### src/rtl/spwm_decoder_pkg.sv
// rtl/spwm_decoder_pkg.sv - shared SPWM table lengths, widths and decoder state encodings
package spwm_decoder_pkg;

    // Table lengths shared with the SPWM generator so both link ends agree.
    localparam int TRI_STEPS        = 50;
    localparam int SIN_STEPS        = 1000;
    localparam int SAMPLES_PER_SINE = SIN_STEPS / TRI_STEPS;

    // Duty/window counter holds TRI_STEPS * 65535.
    localparam int CNT_W      = 22;
    localparam int CYC_W      = 16;
    localparam int STEP_W     = 6;
    localparam int IDX_W      = 5;

    // Stable clocks required by the optional glitch filter.
    localparam int GLITCH_LEN = 3;

    typedef enum logic {
        ST_IDLE = 1'b0,
        ST_RUN  = 1'b1
    } dec_state_e;

endpackage

### src/rtl/spwm_decoder_in_filter.sv
// rtl/spwm_decoder_in_filter.sv - 2-FF synchroniser plus optional glitch filter (SPWM_DEC_GLITCH_FILTER_EN)
module spwm_decoder_in_filter
    import spwm_decoder_pkg::*;
(
    input  logic clk,
    input  logic rst_n,
    input  logic spwm_in,
    output logic in_s
);

    logic sync1_q, sync1_d;
    logic sync2_q, sync2_d;

    // Two-stage synchroniser for the asynchronous pin.
    always_comb begin
        sync1_d = spwm_in;
        sync2_d = sync1_q;
    end

    // Synchroniser registers.
    always_ff @(posedge clk or negedge rst_n) begin
        if (!rst_n) begin
            sync1_q <= 1'b0;
            sync2_q <= 1'b0;
        end else begin
            sync1_q <= sync1_d;
            sync2_q <= sync2_d;
        end
    end

`ifdef SPWM_DEC_GLITCH_FILTER_EN
    localparam int GCNT_W = $clog2(GLITCH_LEN + 1);

    logic              filt_q, filt_d;
    logic [GCNT_W-1:0] gcnt_q, gcnt_d;

    // Accept a new level only after it has been seen GLITCH_LEN clocks in a row.
    always_comb begin
        filt_d = filt_q;
        gcnt_d = gcnt_q;
        if (sync2_q == filt_q) begin
            gcnt_d = '0;
        end else if (gcnt_q == GCNT_W'(GLITCH_LEN - 1)) begin
            filt_d = sync2_q;
            gcnt_d = '0;
        end else begin
            gcnt_d = gcnt_q + GCNT_W'(1);
        end
    end

    // Filter state registers.
    always_ff @(posedge clk or negedge rst_n) begin
        if (!rst_n) begin
            filt_q <= 1'b0;
            gcnt_q <= '0;
        end else begin
            filt_q <= filt_d;
            gcnt_q <= gcnt_d;
        end
    end

    assign in_s = filt_q;
`else
    assign in_s = sync2_q;
`endif

endmodule

### src/rtl/spwm_decoder.sv
// rtl/spwm_decoder.sv - SPWM receive decoder, one duty sample per carrier window (SPWM_DEC_GLITCH_FILTER_EN optional)
module spwm_decoder
    import spwm_decoder_pkg::*;
(
    input  logic             clk,
    input  logic             rst_n,
    input  logic             refresh,
    input  logic [CYC_W-1:0] cycle,
    input  logic             spwm_in,
    output logic [CNT_W-1:0] duty,
    output logic             duty_valid,
    output logic [IDX_W-1:0] sample_idx,
    output logic             sine_start,
    output logic             los
);

    logic in_s;

    spwm_decoder_in_filter u_in_filter (
        .clk     (clk),
        .rst_n   (rst_n),
        .spwm_in (spwm_in),
        .in_s    (in_s)
    );

    dec_state_e       state_q, state_d;
    logic [CYC_W-1:0] cycle_q, cycle_d;
    logic [CYC_W-1:0] clk_cnt_q, clk_cnt_d;
    logic [STEP_W-1:0] step_cnt_q, step_cnt_d;
    logic [CNT_W-1:0] high_cnt_q, high_cnt_d;
    logic             edge_seen_q, edge_seen_d;
    logic             in_prev_q, in_prev_d;
    logic [IDX_W-1:0] idx_q, idx_d;
    logic [CNT_W-1:0] duty_q, duty_d;
    logic             duty_valid_q, duty_valid_d;
    logic [IDX_W-1:0] sample_idx_q, sample_idx_d;
    logic             sine_start_q, sine_start_d;
    logic             los_q, los_d;

    logic edge_now;
    logic clk_wrap;
    logic step_wrap;
    logic win_end;

    // Next-state: refresh restarts everything but duty/los; the window end emits a sample.
    always_comb begin
        state_d      = state_q;
        cycle_d      = cycle_q;
        clk_cnt_d    = clk_cnt_q;
        step_cnt_d   = step_cnt_q;
        high_cnt_d   = high_cnt_q;
        edge_seen_d  = edge_seen_q;
        idx_d        = idx_q;
        duty_d       = duty_q;
        duty_valid_d = 1'b0;
        sample_idx_d = sample_idx_q;
        sine_start_d = 1'b0;
        los_d        = los_q;

        in_prev_d = in_s;
        edge_now  = in_s ^ in_prev_q;
        clk_wrap  = (clk_cnt_q == (cycle_q - CYC_W'(1)));
        step_wrap = (step_cnt_q == STEP_W'(TRI_STEPS - 1));
        win_end   = (state_q == ST_RUN) && clk_wrap && step_wrap;

        if (refresh) begin
            cycle_d      = cycle;
            state_d      = (cycle != '0) ? ST_RUN : ST_IDLE;
            clk_cnt_d    = '0;
            step_cnt_d   = '0;
            high_cnt_d   = '0;
            edge_seen_d  = 1'b0;
            idx_d        = '0;
            sample_idx_d = '0;
        end else if (state_q == ST_IDLE) begin
            clk_cnt_d   = '0;
            step_cnt_d  = '0;
            high_cnt_d  = '0;
            edge_seen_d = 1'b0;
        end else if (win_end) begin
            clk_cnt_d    = '0;
            step_cnt_d   = '0;
            high_cnt_d   = '0;
            edge_seen_d  = 1'b0;
            duty_d       = high_cnt_q + CNT_W'(in_s);
            duty_valid_d = 1'b1;
            sample_idx_d = idx_q;
            sine_start_d = (idx_q == '0);
            los_d        = ~(edge_seen_q | edge_now);
            idx_d        = (idx_q == IDX_W'(SAMPLES_PER_SINE - 1)) ? '0 : idx_q + IDX_W'(1);
        end else begin
            if (clk_wrap) begin
                clk_cnt_d  = '0;
                step_cnt_d = step_cnt_q + STEP_W'(1);
            end else begin
                clk_cnt_d = clk_cnt_q + CYC_W'(1);
            end
            high_cnt_d  = high_cnt_q + CNT_W'(in_s);
            edge_seen_d = edge_seen_q | edge_now;
        end
    end

    // State and datapath registers.
    always_ff @(posedge clk or negedge rst_n) begin
        if (!rst_n) begin
            state_q      <= ST_IDLE;
            cycle_q      <= '0;
            clk_cnt_q    <= '0;
            step_cnt_q   <= '0;
            high_cnt_q   <= '0;
            edge_seen_q  <= 1'b0;
            in_prev_q    <= 1'b0;
            idx_q        <= '0;
            duty_q       <= '0;
            duty_valid_q <= 1'b0;
            sample_idx_q <= '0;
            sine_start_q <= 1'b0;
            los_q        <= 1'b0;
        end else begin
            state_q      <= state_d;
            cycle_q      <= cycle_d;
            clk_cnt_q    <= clk_cnt_d;
            step_cnt_q   <= step_cnt_d;
            high_cnt_q   <= high_cnt_d;
            edge_seen_q  <= edge_seen_d;
            in_prev_q    <= in_prev_d;
            idx_q        <= idx_d;
            duty_q       <= duty_d;
            duty_valid_q <= duty_valid_d;
            sample_idx_q <= sample_idx_d;
            sine_start_q <= sine_start_d;
            los_q        <= los_d;
        end
    end

    assign duty       = duty_q;
    assign duty_valid = duty_valid_q;
    assign sample_idx = sample_idx_q;
    assign sine_start = sine_start_q;
    assign los        = los_q;

endmodule
### config.mk
export PLATFORM = sky130hd
export DESIGN_NAME = spwm_decoder
export DESIGN_NICKNAME = d
export VERILOG_FILES = /design/src/rtl/spwm_decoder_pkg.sv /design/src/rtl/spwm_decoder_in_filter.sv /design/src/rtl/spwm_decoder.sv
export SDC_FILE = /design/constraint.sdc
export NUM_CORES = 1
export LEC_CHECK = 0
export ABC_AREA = 1
export BUFFER_PORTS_ARGS = -buffer_cell sky130_fd_sc_hd__buf_4
export CORE_AREA = 2 2 102 104
export DETAILED_ROUTE_END_ITERATION = 10
export DIE_AREA = 0 0 104 106
export PLACE_DENSITY = 0.74
export SYNTH_ARGS = -nofsm -noshare
export SYNTH_HDL_FRONTEND = slang
export SYNTH_SLANG_ARGS = --single-unit
### constraint.sdc
create_clock -name clk -period 5.6 [get_ports clk]
set_input_delay 0.84 -clock clk [delete_from_list [all_inputs] [get_ports clk]]
set_output_delay 0.84 -clock clk [all_outputs]
set_load 0.02 [all_outputs]
# Word-level counts from Yosys, hierarchy flattened
# Index checks and enable logic that the tools add are counted.
[word_totals]
register_bits = 100
output_inout_bits = 30
wordCells = 64
[classes]
add_sub_neg = 5
eq_ne = 4
muxes = 28
n_bitwise = 4
n_reduce_logical = 8
[ops]
columns = ["operator", "count"]
rows = [
  ["two-way mux 22 bit", 3],
  ["two-way mux 16 bit", 4],
  ["two-way mux 5 bit", 7],
  ["two-way mux 6 bit", 4],
  ["adder 22 x 1 -> 22 bit", 1],
  ["adder 16 x 1 -> 16 bit, second input constant", 1],
  ["equality test 16 bit", 1],
  ["nonzero test 16 bit", 1],
  ["subtractor 16 x 1 -> 16 bit, second input constant", 1],
  ["two-way mux 1 bit", 10],
  ["adder 6 x 1 -> 6 bit, second input constant", 1],
  ["equality test 6 bit, second input constant", 1],
  ["adder 5 x 1 -> 5 bit, second input constant", 1],
  ["equality test 5 bit, second input constant", 1],
  ["zero test 5 bit", 1],
  ["inequality test 4 x 2 -> 1 bit, second input constant", 1],
  ["nonzero test 2 bit", 2],
  ["AND reduction 3 bit", 1],
  ["logical AND 1 bit", 2],
  ["inverter 1 bit", 2],
  ["AND reduction 2 bit", 1],
  ["bitwise OR 1 bit", 1],
  ["XOR 1 bit", 1],
]

# Logic depth before layout (Yosys ltp)
# Gate-level depths: netlist of the first run.
[depth]
depth_word = 7
depth_mapped = 16
mapped_depth_nobuf = 15

# By module
# A second synthesis of the first run with hierarchy kept.
[unflattened]
cells_unflattened = 716
hier_area_um2 = 5480.3
[modules_own_cells]
columns = ["module", "n_inst", "cells_per_inst", "area_each_um2", "seq_area_each_um2"]
rows = [
  ["spwm_decoder", 1, 714, 5430.2, 2452.4],
  ["spwm_decoder_in_filter", 1, 2, 50.0, 50.0],
]

# Worst setup path before layout of the first run
# OpenSTA, ideal clock, no wires.
[synth_timing]
kind = "register to register"
startpoint = "register cycle_q[0]"
endpoint = "register high_cnt_q[11]"
setup_time_ns = 0.123
arrival_time_ns = 1.888
path_slack_ns = 3.589
stages_incl_launch_ff = 15
path_buffers = 1
period_less_slack_ns = 2.011
path_cell_list = "dfrtp_1 > inv_2 > ha_1 > nand2_2 > nor2_4 > nand3_1 > nand2_1 > nand2_1 > nor2_1 > nand3_2 > nor2_8 > nand2_1 > nand2_2 > buf_6 > nor2_1"
[synth_between]
elab_chain_cells = 7
[synth_lines]
columns = ["item", "line", "text"]
rows = [
  ["from (decl)", "spwm_decoder.sv:27", "logic [CYC_W-1:0] cycle_q, cycle_d;"],
  ["from (signal assigned)", "spwm_decoder.sv:121", "cycle_q <= cycle_d;"],
  ["subtractor 16 x 1 -> 16 bit", "spwm_decoder.sv:62", "clk_wrap = (clk_cnt_q == (cycle_q - CYC_W'(1)));"],
  ["equality test 16 bit", "spwm_decoder.sv:62", ""],
  ["logical AND 1 bit (2 in series)", "spwm_decoder.sv:64", "win_end = (state_q == ST_RUN) && clk_wrap && step_wrap;"],
  ["two-way mux 22 bit", "spwm_decoder.sv:80", "end else if (win_end) begin"],
  ["two-way mux 22 bit", "spwm_decoder.sv:75", "end else if (state_q == ST_IDLE) begin"],
  ["two-way mux 22 bit", "spwm_decoder.sv:66", "if (refresh) begin"],
  ["named net high_cnt_d[11]", "spwm_decoder.sv:30", "logic [CNT_W-1:0] high_cnt_q, high_cnt_d;"],
  ["to (signal assigned)", "spwm_decoder.sv:124", "high_cnt_q <= high_cnt_d;"],
  ["to (decl)", "spwm_decoder.sv:30", ""],
]
# The timed path passes the listed nets, and every way through them passes these cells.
# A chain may end at the register's enable or synchronous reset.

# Worst setup path after layout of the first run
[layout_timing]
startpoint = "register cycle_q[0]"
endpoint = "register high_cnt_q[0]"
# Same word-level chain as after synthesis.

==> results of run 1 <==
==> power by group through the flow <==
stage | Clock [mW] | Combinational [mW] | Sequential (mW)
final | 0.462 | 0.123 | 0.752
after floorplan | 0 | 0.0805 | 0.761
after CTS | 0.475 | 0.124 | 0.751
after global placement | 0 | 0.119 | 0.765
after detailed placement | 0 | 0.124 | 0.765
after global routing | 0.507 | 0.140 | 0.754
==> area by class of cell <==
| type | count | area [sq um] |
|---|---|---|
| Fill cell | 892 | 3974 |
| Inverter | 92 | 345.3 |
| Clock inverter | 5 | 60.06 |
| Multi-Input combinational cell | 486 | 2426 |
| Clock buffer | 11 | 131.4 |
| Tap cell | 136 | 170.2 |
| Timing Repair Buffer | 52 | 390.4 |
| Sequential cell | 100 | 2502 |
==> synthesized netlist by cell type <==
cell type    n
a21o_1       1
a21oi_1      9
and2_1       1
and3_1       1
buf_1        1
buf_2        6
buf_6        4
clkbuf_1    11
dfrtp_1    100
ha_1         8
inv_1       91
inv_2        1
nand2_1    201
nand2_2      3
nand3_1     44
nand3_2      1
nand3_4      2
nand3b_1     2
nand4_1     47
nor2_1      81
nor2_2       4
nor2_4       3
nor2_8       1
nor3_1      14
nor3b_1      1
nor4_1       6
o21ai_0     18
o21ai_1      2
o21ai_2      1
or2_2        2
xnor2_1      8
xor2_1      25
==> logic make-up after synthesis <==
| group | Yosys count | share of synthesized area |
|---|---|---|
| simple gates | 414 | 0.3471 |
| flops | 100 | 0.4644 |
| compound gates | 31 | 0.02995 |
| buf+inv | 114 | 0.08637 |
| fa+ha+maj | 8 | 0.01858 |
| xor+xnor | 33 | 0.05363 |
==> state kept, by name (all words and copies together) (netlist names), 5 cells and up <==
register,cells
clk_cnt_q,16
cycle_q,16
duty,22
high_cnt_q,22
idx_q,5
sample_idx,5
step_cnt_q,6
==> through the flow <==
stage          cell area [sq um]  cells
2_1_floorplan               5389    700
3_3_place_gp                5834    866
3_5_place_dp                5834    866
4_1_cts                     6026    882
5_1_grt                     6026    882
6_report                    6026    882
==> metal layers <==
metal / share of wire / up-vias / wire [microns] / track usage
li1: - / 2314 / - / -
met3: 0.033 / 10 / 391 / 0.04476
met5: 0 / - / 0 / 0
met4: 0.012 / 0 / 138 / 0.08108
met2: 0.50 / 76 / 5837 / 0.3905
met1: 0.46 / 2216 / 5373 / 0.2814
==> layout by cell type (no fill, tap or decap), types with 2 or more instances in the layout <==
master	n
xor2_1	25
nor4_1	6
nor2_2	4
a21oi_1	9
buf_4	52
xnor2_1	8
nor2_4	3
clkbuf_1	2
nand3_1	44
nor2_1	81
clkbuf_8	9
inv_1	91
nand4_1	47
nor3_1	13
nand3_4	2
dfrtp_1	100
o21ai_0	18
nand2_1	201
or2_2	2
ha_1	8
nand2_2	3
o21ai_1	2
inv_6	2
nand3b_1	2
==> worst max-delay path: stages (launching register included) <==
cell	delay, ns
dfrtp_1	0.42
inv_2	0.10
ha_1	0.25
nand2_2	0.12
nor2_4	0.18
nand3_1	0.09
nand2_1	0.08
nand2_1	0.05
nor2_1	0.13
nand3_2	0.14
nor2_8	0.50
nand2_1	0.40
nand2_2	0.46
nor2_1	0.09
==> path summary, 6_finish.rpt <==
kind | from | end | slack, ns
min in group asynchronous | rst_n | cycle_q[5] | 0.45
min | u_in_filter.sync1_q | u_in_filter.in_s | 0.37
max reg2reg | cycle_q[0] | high_cnt_q[0] | 2.46
max in group asynchronous | rst_n | high_cnt_q[12] | 4.04
min reg2reg | u_in_filter.sync1_q | u_in_filter.in_s | 0.37
max | cycle_q[0] | high_cnt_q[0] | 2.46
==> impl_metrics.csv, run 1 <==
group,metric,value,unit
global_routing,grt-ovfl-total,0,
timing,fin_skew,0.01069,ns
power,power.density,221.7,nW/um^2
floorplanning,core,10000,sq um
timing,setup_ws,2.456,ns
synth,syn-num-nets,728,
layout,drive_above_1_share,0.1139,
timing,drv_slew,0,
routing,vias,4616,
global_routing,grt_pass1_vias,4442,
timing,setup_viol,0,
floorplanning,rows,37,
cts,clk_pin_slew,0.10,ns
global_routing,antenna_found_initial,0,
synth,synthCells,700,
cts,ctsHtreeMaxLevel,3,
critical_path,cp-start-kind,"flip-flop",
floorplanning,die-area,11020,sq um
layout,layout.nets,769,
flow_run,max_cap_viol_count,0,
timing,slew_headroom,0.5194,
synth,synth_top_area_frac,0.4644,
power,p_sw_frac,0.2632,
power,intPower,984.4,uW
global_routing,grt_pass1_wl,20280,microns
place,pre_cts_ws,2.479,ns
cts,cts.sinks,100,
timing,rsz0062_at_grt,"no",
routing,drc,0,
cts,numCtsBuffers,9,
routing,vias_per_cell,5.234,
cts,clock_latency,0.38,ns
cts,cts.path.max_buffers,2,
synth,syn_avg_cell_area,7.698,sq um
routing,wire_per_inst,13.31,microns
cts,ctsHoldBuffers,0,
floorplanning,die_w,104,microns
timing,period_minus_slack,3.144,ns
layout,syn_to_final_growth,11.82,%
synth,synth.cell_area,5389,sq um
layout,final_util,0.6026,
synth,synth.area.top_cells,"dfrtp_1 (46%), nand2_1 (14%), inv_1 (6.3%), nor2_1 (5.6%), nand4_1 (5.5%)",
hold_path,min_path_type,"flip-flop to flip-flop",
synth,ys_ff_latch,100,
critical_path,worstSetupPathType,"flip-flop to flip-flop",
power,switchingPower,351.7,uW
timing,worst_pin_slew,0.7183,ns
critical_path,arrival,3.40,ns
power,vdd_drop_max,0.0001395,V
critical_path,worst-r2r-cell-count,13,
routing,drt_iter0_markers,297,
timing,whs,0.3671,ns
routing,dr.pass1.iters,4,
place,routabilityCongestion,0.8785,
timing,fmax,0.3181,GHz
timing,setup_tns,0,ns
layout,num_antenna_cells,0,
cts,cts_tree,"done",
synth,ys_warn_count,0,
run_status,status,"completed",
cts,cts_root_buf,"clkbuf_8",
critical_path,worstPathRequired,5.86,ns
global_routing,grt_max_degree,58,
timing,hold_viol,0,
routing,routed_wl,11740,microns
synth,synth_top_cell_by_area,"dfrtp_1",
power,pwr-share-comb,0.092,
floorplanning,start_util,0.5389,
power,pwr-share-clk,0.346,
critical_path,end_kind,"flip-flop",
cts,postCtsResizedCells,0,
timing,period_share,0.5613,
critical_path,crit_path_max_fanout,41,
floorplanning,io_pins,50,
global_routing,track_usage,0.2253,
hold_path,hold_depth,0,
floorplanning,die_h,106,microns
synth,synth.distinct_cells,32,
power,power,1.336,mW
place,place_hpwl,8333,microns
power,p_leak,3.166,nW
place,port_buffers,49,
power,seqPwrFrac,0.563,
synth,ys_seq_area_frac,0.4644,
cts,post_cts_buffers,0,
routing,antenna_left,0,
Note: power is estimated with default switching activity, not from simulation.
==> inputs of run 2 (changes only) <==
ABC_AREA = 0   (was 1)
PLACE_DENSITY = 0.75   (was 0.74)
clock period = 2.7 ns   (was 5.6 ns; I/O delays follow)
==> impl_metrics.csv, run 2 <==
group,metric,value,unit
floorplanning,die-area,11020,sq um
place,port_buffers,49,
critical_path,cp-start-kind,"flip-flop",
cts,numCtsBuffers,9,
critical_path,crit_family,"simple AND/OR/NAND/NOR gates",
hold_path,hp-start,"spwm_in",
power,intPower,2.168,mW
flow_run,max_cap_viol_count,0,
timing,drv_slew,0,
cts,cts_root_buf,"clkbuf_8",
global_routing,grt_pass1_wl,20200,microns
global_routing,grt_pass1_vias,4309,
run_status,violations,"negative setup slack",
floorplanning,core,10000,sq um
place,place_hpwl,8422,microns
critical_path,worstSetupPathType,"flip-flop to flip-flop",
synth,synthFlopType,"dfrtp_1",
global_routing,antenna_found_initial,0,
hold_path,min_to,"u_in_filter.sync1_q",
synth,synth-edff-count,0,
timing,whs,0.1293,ns
cts,cts.sinks,100,
critical_path,worstPathRequired,2.98,ns
timing,worst_pin_slew,0.6202,ns
power,pwr-share-clk,0.340,
timing,setup_viol,79,
power,vdd_drop_max,0.0003256,V
cts,clock_latency,0.39,ns
cts,ctsHtreeMaxLevel,3,
layout,final_common_cell,"buf_4",
synth,synth.cell_area,5215,sq um
critical_path,slowest_delay,0.45,ns
global_routing,track_usage,0.2272,
critical_path,critical_path.cell_chain,"inv_2 -> ha_4 -> or3b_4 -> nor4_4 -> xnor2_2 -> buf_4 -> nor4_2 -> nand4_1 -> buf_6 -> buf_12 -> mux2_2",
critical_path,worst-r2r-cell-count,11,
synth,synth.area.top_cells,"dfrtp_1 (48%), mux2i_1 (5.2%), xor2_1 (4.9%), xnor2_1 (4.2%), mux2_2 (3.5%)",
synth,synth_top_cell_by_area,"dfrtp_1",
layout,seqCellArea,2502,sq um
layout,layout.nets,630,
power,pwr-share-comb,0.144,
synth,ys_ff_latch,100,
floorplanning,start_util,0.5215,
cts,cts.path.max_buffers,2,
synth,synth_top_area_frac,0.4798,
critical_path,ff2ff_setup_slack,-0.25,ns
timing,period_share,1.093,
critical_path,end_kind,"flip-flop",
synth,syn_avg_cell_area,10.45,sq um
hold_path,hold_depth,1,
timing,slew_headroom,0.5865,
layout,multi_input_area,2989,sq um
synth,async_flop_share,1.000,
power,p_sw_frac,0.2828,
critical_path,reg2reg_from,"cycle_q[1]",
synth,synth_commonest_cells,"dfrtp_1 (100), nor2_1 (35), inv_1 (30), xor2_1 (29), mux2i_1 (27)",
critical_path,worstPathBufferInverterCount,4,
layout,final_util,0.7016,
cts,cts_tree,"done",
timing,fmax,0.3389,GHz
critical_path,critPathSlowestCell,"or3b_4",
critical_path,r2r-end,"duty[0]",
floorplanning,die_h,106,microns
power,switchingPower,854.9,uW
layout,syn_to_final_growth,34.52,%
power,p_leak,3.205,nW
power,power.density,430.9,nW/um^2
floorplanning,rows,37,
power,seqPwrFrac,0.516,
run_status,status,"finished with violations",
timing,hold_viol,0,
global_routing,grt-ovfl-total,0,
hold_path,min_path_type,"input port to flip-flop",
floorplanning,die_w,104,microns
layout,drive_above_1_share,0.3581,
timing,setup_ws,-0.2505,ns
routing,wire_per_inst,17.95,microns
routing,drc,0,
routing,routed_wl,13320,microns
synth,synth_most_common_cell,"dfrtp_1",
floorplanning,io_pins,50,
synth,syn-num-nets,527,
synth,synthCells,499,
critical_path,crit_path_max_fanout,6,
layout,num_antenna_cells,0,
layout,fillers,718,
synth,ys_warn_count,0,
critical_path,arrival,3.23,ns
timing,period_minus_slack,2.951,ns
global_routing,grt_max_degree,66,
timing,setup_tns,-12.43,ns
timing,fin_skew,0.01612,ns
cts,clk_pin_slew,0.10,ns
place,routabilityCongestion,0.9632,
critical_path,cp.depth,11,
power,power,3.023,mW
synth,ys_seq_area_frac,0.4798,
routing,vias_per_cell,5.854,
synth,synth.distinct_cells,49,
routing,drt_iter0_markers,189,
routing,dr.pass1.iters,5,
timing,rsz0062_at_grt,"yes",
routing,vias,4344,
layout,final_cell_mix,"buf_4 (102), dfrtp_1 (100), nor2_1 (35), xor2_1 (29), inv_1 (28)",
place,pre_cts_ws,-0.3137,ns
routing,antenna_left,0,
-- run 2: cell types whose count changed after synthesis, sizes merged, moves of 8 or more --
cell / previous run / this run
nand2: 204 / 21
inv: 92 / 30
nor2: 89 / 35
nand4: 47 / 19
mux2i: 0 / 27
nand3: 47 / 22
nor4: 6 / 27
mux2: 0 / 19
xnor2: 8 / 25
o21ai: 21 / 7
nor3: 14 / 25
or4: 0 / 8
-- run 2: what timing repair did --
item,4_1_cts,5_1_grt
endpoints found under the setup margin,79,80
hold buffers,1,0
buffers inserted,4,11
gates cloned,1,4
endpoints found under the hold margin,24,0
gates resized for setup,21,69
pin swaps,9,41
-- run 2: per-layer routing --
metal | vias to the layer above | track usage | part of all wire
li1 | 1983 | - | -
met1 | 2172 | 0.2796 | 0.41
met2 | 149 | 0.3929 | 0.51
met3 | 40 | 0.03188 | 0.047
met4 | 0 | 0.1149 | 0.035
met5 | - | 0 | 0
-- run 2: worst max-delay path by stage --
stage | from | endpoint | slack (ns)
CTS | cycle_q[3] | sample_idx[2] | -0.17
global route | cycle_q[1] | duty[1] | -0.31
floorplan | cycle_q[6] | sample_idx[3] | -0.23
finish | cycle_q[1] | duty[0] | -0.25
global placement | cycle_q[6] | step_cnt_q[3] | -0.23
detailed placement | cycle_q[6] | idx_q[3] | -0.31
-- run 2: stage by stage --
stage               cells  cell area (sq um)
floorplan             499               5253
global placement      708               6088
detailed placement    708               6088
CTS                   729               6480
global route          742               7015
finish                742               7015
-- run 2: power groups by stage --
stage          clock network [mW]  logic [mW]  registers, mW
2_1_floorplan                   0       0.185           1.58
3_3_place_gp                    0       0.344           1.58
3_5_place_dp                    0       0.356           1.59
4_1_cts                      1.04       0.387           1.56
5_1_grt                      1.10       0.467           1.56
6_report                     1.03       0.435           1.56
-- run 2: logic make-up (layout without fill, tap and decap cells) --
family / after synthesis / in the layout / synth area share
AO/OA/AOI/OAI: 38 / 38 / 0.05782
adder cells (fa/ha/maj): 8 / 8 / 0.01919
flip-flops: 100 / 100 / 0.4798
multiplexers: 46 / 46 / 0.09501
XOR/XNOR: 54 / 54 / 0.09069
buffers and inverters: 55 / 162 / 0.04295
AND/OR/NAND/NOR: 198 / 198 / 0.2145
-- run 2: layout make-up --
cell class	instances	area share
clock buffers	9	0.01766
clock inverters	6	0.01124
inverters	30	0.01605
multi-input cells	344	0.4261
flip-flops and latches	100	0.3567
well taps	136	0.02426
repair buffers	117	0.1480
==> inputs of run 3 (changes only) <==
BUFFER_PORTS_ARGS = not set   (was -buffer_cell sky130_fd_sc_hd__buf_4)
CORE_AREA = 2 2 101 103   (was 2 2 102 104)
DIE_AREA = 0 0 103 105   (was 0 0 104 106)
DONT_BUFFER_PORTS = 1   (was not set)
PLACE_DENSITY = 0.72   (was 0.75)
==> impl_metrics.csv, run 3 (same netlist as run 2, synthesis figures left out) <==
group,metric,value,unit
run_status,status,"finished with violations",
run_status,violations,"negative hold slack, negative setup slack",
timing,setup_tns,-7.768,ns
global_routing,track_usage,0.2286,
critical_path,critical_path.cell_chain,"or4_4 -> buf_6 -> or4_1 -> a32oi_4 -> or3_4 -> nor4_4 -> buf_6 -> buf_12 -> nor3_1",
floorplanning,die_w,103,microns
routing,vias_per_cell,5.779,
floorplanning,rows,36,
routing,vias,3953,
global_routing,antenna_found_initial,0,
place,pre_cts_ws,-0.2615,ns
floorplanning,core,9639,sq um
power,p_leak,2.927,nW
timing,fin_skew,0.01548,ns
layout,final_cell_mix,"dfrtp_1 (100), buf_4 (45), nor2_1 (35), xor2_1 (29), inv_1 (28)",
critical_path,worstSetupPathType,"flip-flop to flip-flop",
layout,drive_above_1_share,0.2668,
power,vdd_drop_max,0.0002424,V
timing,period_share,1.072,
critical_path,critPathMostFrequentCell,"buf_6",
layout,fillers,773,
global_routing,grt_max_degree,101,
layout,final_common_cell,"dfrtp_1",
timing,whs,-0.2964,ns
layout,layout.nets,574,
global_routing,grt-ovfl-total,0,
floorplanning,die_h,105,microns
cts,cts.sinks,100,
layout,num_antenna_cells,0,
timing,worst_pin_slew,0.5624,ns
routing,drt_iter0_markers,168,
timing,drv_slew,0,
routing,wire_per_inst,17.94,microns
layout,seqCellArea,2502,sq um
timing,period_minus_slack,2.894,ns
timing,setup_ws,-0.1936,ns
power,power,2.878,mW
layout,syn_to_final_growth,23.39,%
hold_path,min_path_type,"input port to asynchronous set/reset pin",
cts,cts_tree,"done",
timing,fmax,0.3456,GHz
timing,slew_headroom,0.6216,
routing,drc,0,
timing,hold_viol,100,
critical_path,worstPathRequired,2.99,ns
cts,clk_pin_slew,0.10,ns
timing,rsz0062_at_grt,"yes",
floorplanning,die-area,10820,sq um
routing,routed_wl,12270,microns
critical_path,cp-start-kind,"flip-flop",
cts,cts_root_buf,"clkbuf_8",
place,port_buffers,0,
floorplanning,start_util,0.5410,
timing,setup_viol,75,
critical_path,critPathSlowestCell,"or4_1",
critical_path,slowest_delay,0.63,ns
layout,final_util,0.6676,
global_routing,grt_pass1_vias,3987,
cts,cts.path.max_buffers,2,
critical_path,end_kind,"flip-flop",
place,place_hpwl,7984,microns
cts,numCtsBuffers,9,
routing,antenna_left,0,
floorplanning,io_pins,50,
critical_path,arrival,3.18,ns
routing,dr.pass1.iters,4,
cts,ctsHtreeMaxLevel,3,
layout,multi_input_area,2835,sq um
flow_run,max_cap_viol_count,0,
power,power.density,447.3,nW/um^2
critical_path,crit_path_max_fanout,6,
place,routabilityCongestion,0.9724,
global_routing,grt_pass1_wl,19330,microns
cts,clock_latency,0.39,ns
-- run 3: report_power, final --
part / internal [mW] / switching, mW / leakage [nW]
clock network: 0.389 / 0.594 / 0.101
logic: 0.161 / 0.176 / 1.58
registers: 1.53 / 0.0296 / 1.24
-- run 3: path summary, 6_finish.rpt --
check	slack (ns)	cells after the start	start	to
min in group clk	0.03	0	spwm_in	u_in_filter.sync1_q
worst min-delay path	-0.30	0	rst_n	duty[12]
worst max-delay path	-0.19	9	cycle_q[3]	high_cnt_q[14]
max in group asynchronous	2.81	0	rst_n	clk_cnt_q[11]
worst max register to register	-0.19	9	cycle_q[3]	high_cnt_q[14]
worst min register to register	0.36	0	u_in_filter.sync1_q	u_in_filter.in_s
-- run 3: timing repair --
| action | in CTS | in global routing |
|---|---|---|
| cloned | 2 | 3 |
| hold endpoints to repair | 100 | 100 |
| pin swaps | 9 | 23 |
| gates resized for setup | 20 | 41 |
| endpoints found under the setup margin | 79 | 80 |
| buffers inserted | 4 | 6 |
-- run 3: final cells by class --
class	instances	area share
flip-flops and latches	100	0.3889
clock buffers	10	0.02139
repair buffers	61	0.09547
well taps	133	0.02586
inverters	30	0.01750
multi-input cells	344	0.4406
clock inverters	6	0.01031
-- run 3: per-stage QoR --
stage               cells  area [sq um]
finish                684          6435
detailed placement    653          5682
global placement      653          5682
CTS                   675          6097
global route          684          6435
floorplan             499          5253
-- run 3: routing by layer --
| layer | global-route usage | vias up | wire (microns) |
|---|---|---|---|
| met1 | 0.2929 | 1971 | 5251 |
| met5 | 0 | - | 0 |
| met2 | 0.3840 | 85 | 6360 |
| li1 | - | 1878 | - |
| met4 | 0.05921 | 0 | 180 |
| met3 | 0.05619 | 19 | 481 |
-- run 3: worst max-delay path, delay by kind of cell, from the launching register on --
family / cells / cell delay (ns)
and+or+nand+nor: 5 / 1.65
buffers and inverters: 3 / 0.47
DFF: 1 / 0.39
AOI/OAI and AO/OA: 1 / 0.30
